$ cat src/rtl/bram_sbox_sched.sv
// bram_sbox_sched: issues four masked-byte lookups into a 2-cycle-latency table RAM and packs the results.
// Build option: define SCHED_DUAL_PORT_EN for dual-port issue (2 issue cycles); default is single-port (4 issue cycles).
module bram_sbox_sched (
  input  logic        clk,
  input  logic        rst,
  input  logic        in_valid,
  output logic        in_ready,
  input  logic [31:0] share_in,
  input  logic [7:0]  rand_in,
  output logic [9:0]  ADDRA,
  output logic [9:0]  ADDRB,
  output logic        EN,
  input  logic [7:0]  DOA,
  input  logic [7:0]  DOB,
  output logic        out_valid,
  input  logic        out_ready,
  output logic [31:0] out_data
);

`ifdef SCHED_DUAL_PORT_EN
  localparam logic [1:0] ISSUE_LAST = 2'd1;
`else
  localparam logic [1:0] ISSUE_LAST = 2'd3;
`endif

  typedef enum logic [1:0] {IDLE, ISSUE, CAPTURE, DONE} state_t;

  state_t      state, state_nxt;
  logic [1:0]  cnt, cnt_nxt;
  logic [31:0] share_q;
  logic [7:0]  rand_q;
  logic        accept;
  logic [1:0]  issue_idx, next_idx;
  logic        p1_vld, p2_vld;
  logic [1:0]  p1_idx, p2_idx;
  logic [31:0] result;

  logic        addr_load;
  logic [31:0] src_sh;
  logic [7:0]  src_rn;
  logic [1:0]  src_idx;
  logic [9:0]  addr_a_nxt, addr_b_nxt;

  function automatic logic [9:0] lut_addr(input logic [31:0] sh, input logic [7:0] rn,
                                          input logic [1:0] i);
    lut_addr = {rn[{i, 1'b0} +: 2], sh[{i, 3'b000} +: 8]};
  endfunction

  assign accept    = in_valid && (state == IDLE);
  // cnt counts down through ISSUE, so the slot being driven is its distance from ISSUE_LAST
  assign issue_idx = ISSUE_LAST - cnt;
  assign next_idx  = issue_idx + 2'd1;

  always_ff @(posedge clk) begin
    if (rst) begin
      state <= IDLE;
      cnt   <= 2'd0;
    end else begin
      state <= state_nxt;
      cnt   <= cnt_nxt;
    end
  end

  always_comb begin
    state_nxt = state;
    cnt_nxt   = cnt;
    in_ready  = 1'b0;
    out_valid = 1'b0;
    EN        = 1'b0;
    case (state)
      IDLE: begin
        in_ready = 1'b1;
        if (in_valid) begin
          state_nxt = ISSUE;
          cnt_nxt   = ISSUE_LAST;
        end
      end
      ISSUE: begin
        EN = 1'b1;
        if (cnt == 2'd0) begin
          state_nxt = CAPTURE;
          cnt_nxt   = 2'd1;
        end else begin
          cnt_nxt = cnt - 2'd1;
        end
      end
      CAPTURE: begin
        EN = (cnt == 2'd1);
        if (cnt == 2'd0) state_nxt = DONE;
        else             cnt_nxt   = cnt - 2'd1;
      end
      DONE: begin
        out_valid = 1'b1;
        if (out_ready) state_nxt = IDLE;
      end
      default: state_nxt = IDLE;
    endcase
  end

  always_ff @(posedge clk) begin
    if (rst) begin
      share_q <= 32'd0;
      rand_q  <= 8'd0;
    end else if (accept) begin
      share_q <= share_in;
      rand_q  <= rand_in;
    end
  end

  // The first issue slot is addressed straight from the inputs so ADDRA/ADDRB are valid in ISSUE cycle 1
  always_comb begin
    src_sh    = accept ? share_in : share_q;
    src_rn    = accept ? rand_in  : rand_q;
    src_idx   = accept ? 2'd0     : next_idx;
    addr_load = accept || ((state == ISSUE) && (cnt != 2'd0));
`ifdef SCHED_DUAL_PORT_EN
    addr_a_nxt = lut_addr(src_sh, src_rn, {src_idx[0], 1'b0});
    addr_b_nxt = lut_addr(src_sh, src_rn, {src_idx[0], 1'b1});
`else
    addr_a_nxt = lut_addr(src_sh, src_rn, src_idx);
    addr_b_nxt = 10'd0;
`endif
  end

  always_ff @(posedge clk) begin
    if (rst) begin
      ADDRA <= 10'd0;
      ADDRB <= 10'd0;
    end else if (addr_load) begin
      ADDRA <= addr_a_nxt;
      ADDRB <= addr_b_nxt;
    end else begin
      ADDRA <= 10'd0;
      ADDRB <= 10'd0;
    end
  end

  // Two-stage slot tracker matching the table read latency
  always_ff @(posedge clk) begin
    if (rst) begin
      p1_vld <= 1'b0;
      p2_vld <= 1'b0;
      p1_idx <= 2'd0;
      p2_idx <= 2'd0;
    end else begin
      p1_vld <= (state == ISSUE);
      p1_idx <= issue_idx;
      p2_vld <= p1_vld;
      p2_idx <= p1_idx;
    end
  end

  always_ff @(posedge clk) begin
    if (rst) begin
      result <= 32'd0;
    end else if (p2_vld) begin
`ifdef SCHED_DUAL_PORT_EN
      result[{p2_idx[0], 1'b0, 3'b000} +: 8] <= DOA;
      result[{p2_idx[0], 1'b1, 3'b000} +: 8] <= DOB;
`else
      result[{p2_idx, 3'b000} +: 8] <= DOA;
`endif
    end
  end

  assign out_data = result;

`ifdef SCHED_DUAL_PORT_EN
  logic unused_idx;
  assign unused_idx = p2_idx[1];
`else
  logic unused_dob;
  assign unused_dob = ^DOB;
`endif

endmodule

$ cat config.mk
export PLATFORM = sky130hd
export DESIGN_NAME = bram_sbox_sched
export DESIGN_NICKNAME = d
export VERILOG_FILES = /design/src/rtl/bram_sbox_sched.sv
export SDC_FILE = /design/constraint.sdc
export NUM_CORES = 1
export LEC_CHECK = 0
export CAP_MARGIN = 30
export CORE_MARGIN = 1
export CORE_UTILIZATION = 30
export CTS_CLUSTER_DIAMETER = 100
export CTS_CLUSTER_SIZE = 30
export DETAILED_ROUTE_END_ITERATION = 7
export HOLD_SLACK_MARGIN = 0.02
export SYNTH_ARGS = -nofsm -noshare
export SYNTH_HDL_FRONTEND = slang
export SYNTH_SLANG_ARGS = --single-unit
export TNS_END_PERCENT = 10
$ cat constraint.sdc
create_clock -name clk -period 2.75 [get_ports clk]
set_clock_uncertainty 0.2 [all_clocks]
set_input_delay 0.825 -clock clk [delete_from_list [all_inputs] [get_ports clk]]
set_output_delay 0.825 -clock clk [all_outputs]
set_load 0.1 [all_outputs]
==> metrics.md <==
| Metric | Value |
|---|---|
| Die width | approximately 110 µm |
| Largest net degree at the start of global routing | 53 |
| Crit path kind | register to primary output |
| Top FF cell, synth | dfxtp_1 |
| Worst skew pair latency | 0.34 ns |
| Netlist cell types | 35 |
| Worst R2R Path Depth | 6 |
| Final instance count without filler cells | 667 |
| Post-synth EDFFs | 0 |
| RSZ-0062 raised after global routing | no |
| Vias per cell | 4.750 |
| Post-Synth Adder-Cell Area | 4.660% |
| FP Rows | 40 |
| Hold Path Class | register to register |
| Synth warn | 0 |
| Leak | 1.973 nW |
| Drt wl/cell | 13.83 µm |
| Worst reg-to-reg setup slack | 0.70 ns |
| Nets | around 570 |
| Effective utilization at floorplan | a little under a third |
| Buf+Inv Stages, Crit Path | 3 |
| Die height | around 110 µm |
| WP data arrival | 1.62 ns |
| GRT Resource Usage Total | between 10 and 15% |
| Setup Viol. Count Final | 0 |
| GR Overflow Total | 0 |
| Tmin final | 2.645 ns |
| Compound-Gate Fraction of Synth Area | 16.41% |
| Total CTS buffers | 9 |
| Antenna violations before repair | 0 |
| Sequential Area | 1842 µm² |
| Maxcap violations | 0 |
| Critical path data required time | 1.73 ns |
| Sum Neg Setup Slack | 0 ns |
| Largest family of logic cells by synthesized area | simple AND/OR/NAND/NOR gates |
| Multi-input logic area | 1694 µm² |
| Crit end category | primary output |
| Levels on crit path | 5 |
| Crit path launch type | register |
| Rel. slew slack | between 60% and 70% |
| Routability cong. | 0.7816 |
| Synth Cell Area | approximately 3800 µm² |
| CP cell instances | inv_1 > ha_1 > inv_1 > nor2_2 > buf_12 |
| Seq/Total Area, Yosys | approximately half |
| Vias in the first global route | around 2,800 |
| DIE AREA | about 13,000 µm² |
| CP max stage cell | dfxtp_1 |
| DP HPWL | 6280 µm |
| Ys async rst share | 0% |
| XOR/XNOR Fraction of Synth Area | 0% |
| DR vias | 3,168 |
| Tcrit/Tclk final | 96.18% |
| Initial DRC count | around 240 |
| Post-Synth Simple-Gate Area | between 10% and 20% |
| Diode count | 0 |
| CP startpoint | state[0] |
| PD cells | 904.7 nW/µm² |
| Htree depth | 3 |
| Drt total wl | 9223 µm |
| Mapped Cells | approximately 400 |
| Post-cts resize count | 0 |
| Area Overhead vs Synth | 33.62% |
| Multiplexer area fraction after synthesis | just over 6% |
| Final hold vios | 0 |
| Final-layout fill cell count | 1,236 |
| Highest clock rate | 378.1 MHz |
| Crit-path leading delay family | flip-flops |
| Post-Place Cells | 651 |
| CTS Root Buffer Type | clkbuf_16 |
| Share of layout cells above drive strength 1 | 16.03% |
| Least-Margin Pin Slew | 0.5624 ns |
| Antenna-violating nets left | 0 |
| Max incr delay on CP | 0.39 ns |
| CP endpoint | EN |
| TritonCTS clock tree | yes |
| Longest Clk Path Bufs | 2 |
| CTS Sinks | 92 |
| Drt drc | 0 |
| CORE AREA | roughly 12,000 µm² |
| Clk pin slew, worst setup/hold paths | 0.06 ns |
| Post-CTS Hold Buffers | 0 |
| DR pass1 iterations | 4 |
| Crit path max fanout | 4 |
| I/O pin count | approximately 120 |
| Avg Synthesized Cell Area | 9.145 µm² |
| Worst VDD drop | about 0.33 mV |
| Worst reg2reg endpoint | out_data[16] |
| Input/output buffers | 96 |
| Seq cells post-synth | between 90 and 100 |
| Post-CTS setup buffers | 0 |
| Outcome | finished, final reports clean |
| CP most frequent cell | inv_1 |
| First-pass GRT wire length | roughly 14,000 µm |
| R2r startpoint | p2_idx[0] |
| Max-slew violations | 0 |
power by group:
group	switching, mW	total, mW	internal, mW
logic	1.13	1.76	0.628
registers	0.108	1.63	1.52
clock network	0.500	1.16	0.659
metrics by stage:
stage	hold slack [ns]	total power [mW]	worst slack, ns	utilization, %	cell area [µm²]
floorplan	0.2138	2.979	0.1196	-	3795
global placement	0.2239	3.391	0.4608	39.15	4742
detailed placement	0.2212	3.429	0.4441	39.15	4742
CTS	0.2365	4.596	0.09195	41.47	5022
global route	0.2540	4.793	0.02912	41.47	5022
finish	0.2358	4.544	0.1050	41.47	5022
cell type report:
| type | instances | share of cell area [%] |
|---|---|---|
| inverters | 8 | 0.5979 |
| well taps | 168 | 4.185 |
| repair buffers | 104 | 19.23 |
| multi-input cells | 279 | 33.73 |
| flip-flops and latches | 92 | 36.67 |
| clock buffers | 12 | 5.107 |
| clock inverters | 4 | 0.4733 |
Yosys cell counts (all sizes together), types with 2 or more instances:
master,count,area [µm²]
a21oi,55,275.3
a22oi,2,15.01
a32oi,30,262.8
and2,2,12.51
buf,26,172.7
clkbuf,15,56.30
dfxtp,92,1842
ha,14,175.2
inv,8,30.03
mux4,10,232.7
nand2,96,360.4
nand2b,3,18.77
nor2,36,135.1
nor2b,5,31.28
nor4bb,2,20.02
placed cells by master (no fill, tap or decap), types with 2 or more instances in the layout:
cell             synthesis  routed
nand2_1                 96      96
dfxtp_1                 92      92
a21oi_1                 55      55
clkdlybuf4s50_1          0      50
buf_4                   10      48
nor2_1                  36      35
a32oi_1                 30      30
ha_1                    14      14
conb_1                   1      10
clkbuf_16                0       9
inv_1                    8       8
mux4_2                   8       8
nor2b_1                  5       5
buf_12                   1       5
nand2b_1                 3       3
clkinv_2                 0       3
nor4bb_1                 2       2
a22oi_1                  2       2
and2_1                   2       2
mux4_1                   2       2
clkbuf_8                 0       2
sequential cells by signal, summed over array words and instances, names as in the netlist:
signal,cells
p1_idx,2
p2_idx,2
share_q,32
p2_vld,1
ADDRA,10
p1_vld,1
state,2
out_data,32
rand_q,8
cnt,2
cell families after synthesis:
group / after synthesis
DFF: 92
AOI/OAI and AO/OA: 95
adders and majority gates: 14
other: 1
buffers and inverters: 49
and+or+nand+nor: 150
muxes: 10
how the worst min path moves through the flow:
stage	start	endpoint	cells after the start
final	p1_idx[0]	p2_idx[0]	1
after global routing	p1_idx[1]	p2_idx[1]	1
after detailed placement	p1_idx[0]	p2_idx[0]	1
after global placement	p1_idx[0]	p2_idx[0]	1
after CTS	p1_idx[0]	p2_idx[0]	1
after floorplan	p1_idx[0]	p2_idx[0]	1
per-layer routing:
metal	routed length (µm)	GRT usage [%]	share of wire, %	up-vias
met3	682	4.038	7.4	10
met4	108	4.762	1.2	0
met5	0	0	0	-
met1	4120	18.61	45	1453
li1	-	-	-	1569
met2	4312	22.10	47	136
No activity file was read; power rests on OpenSTA's default activity.
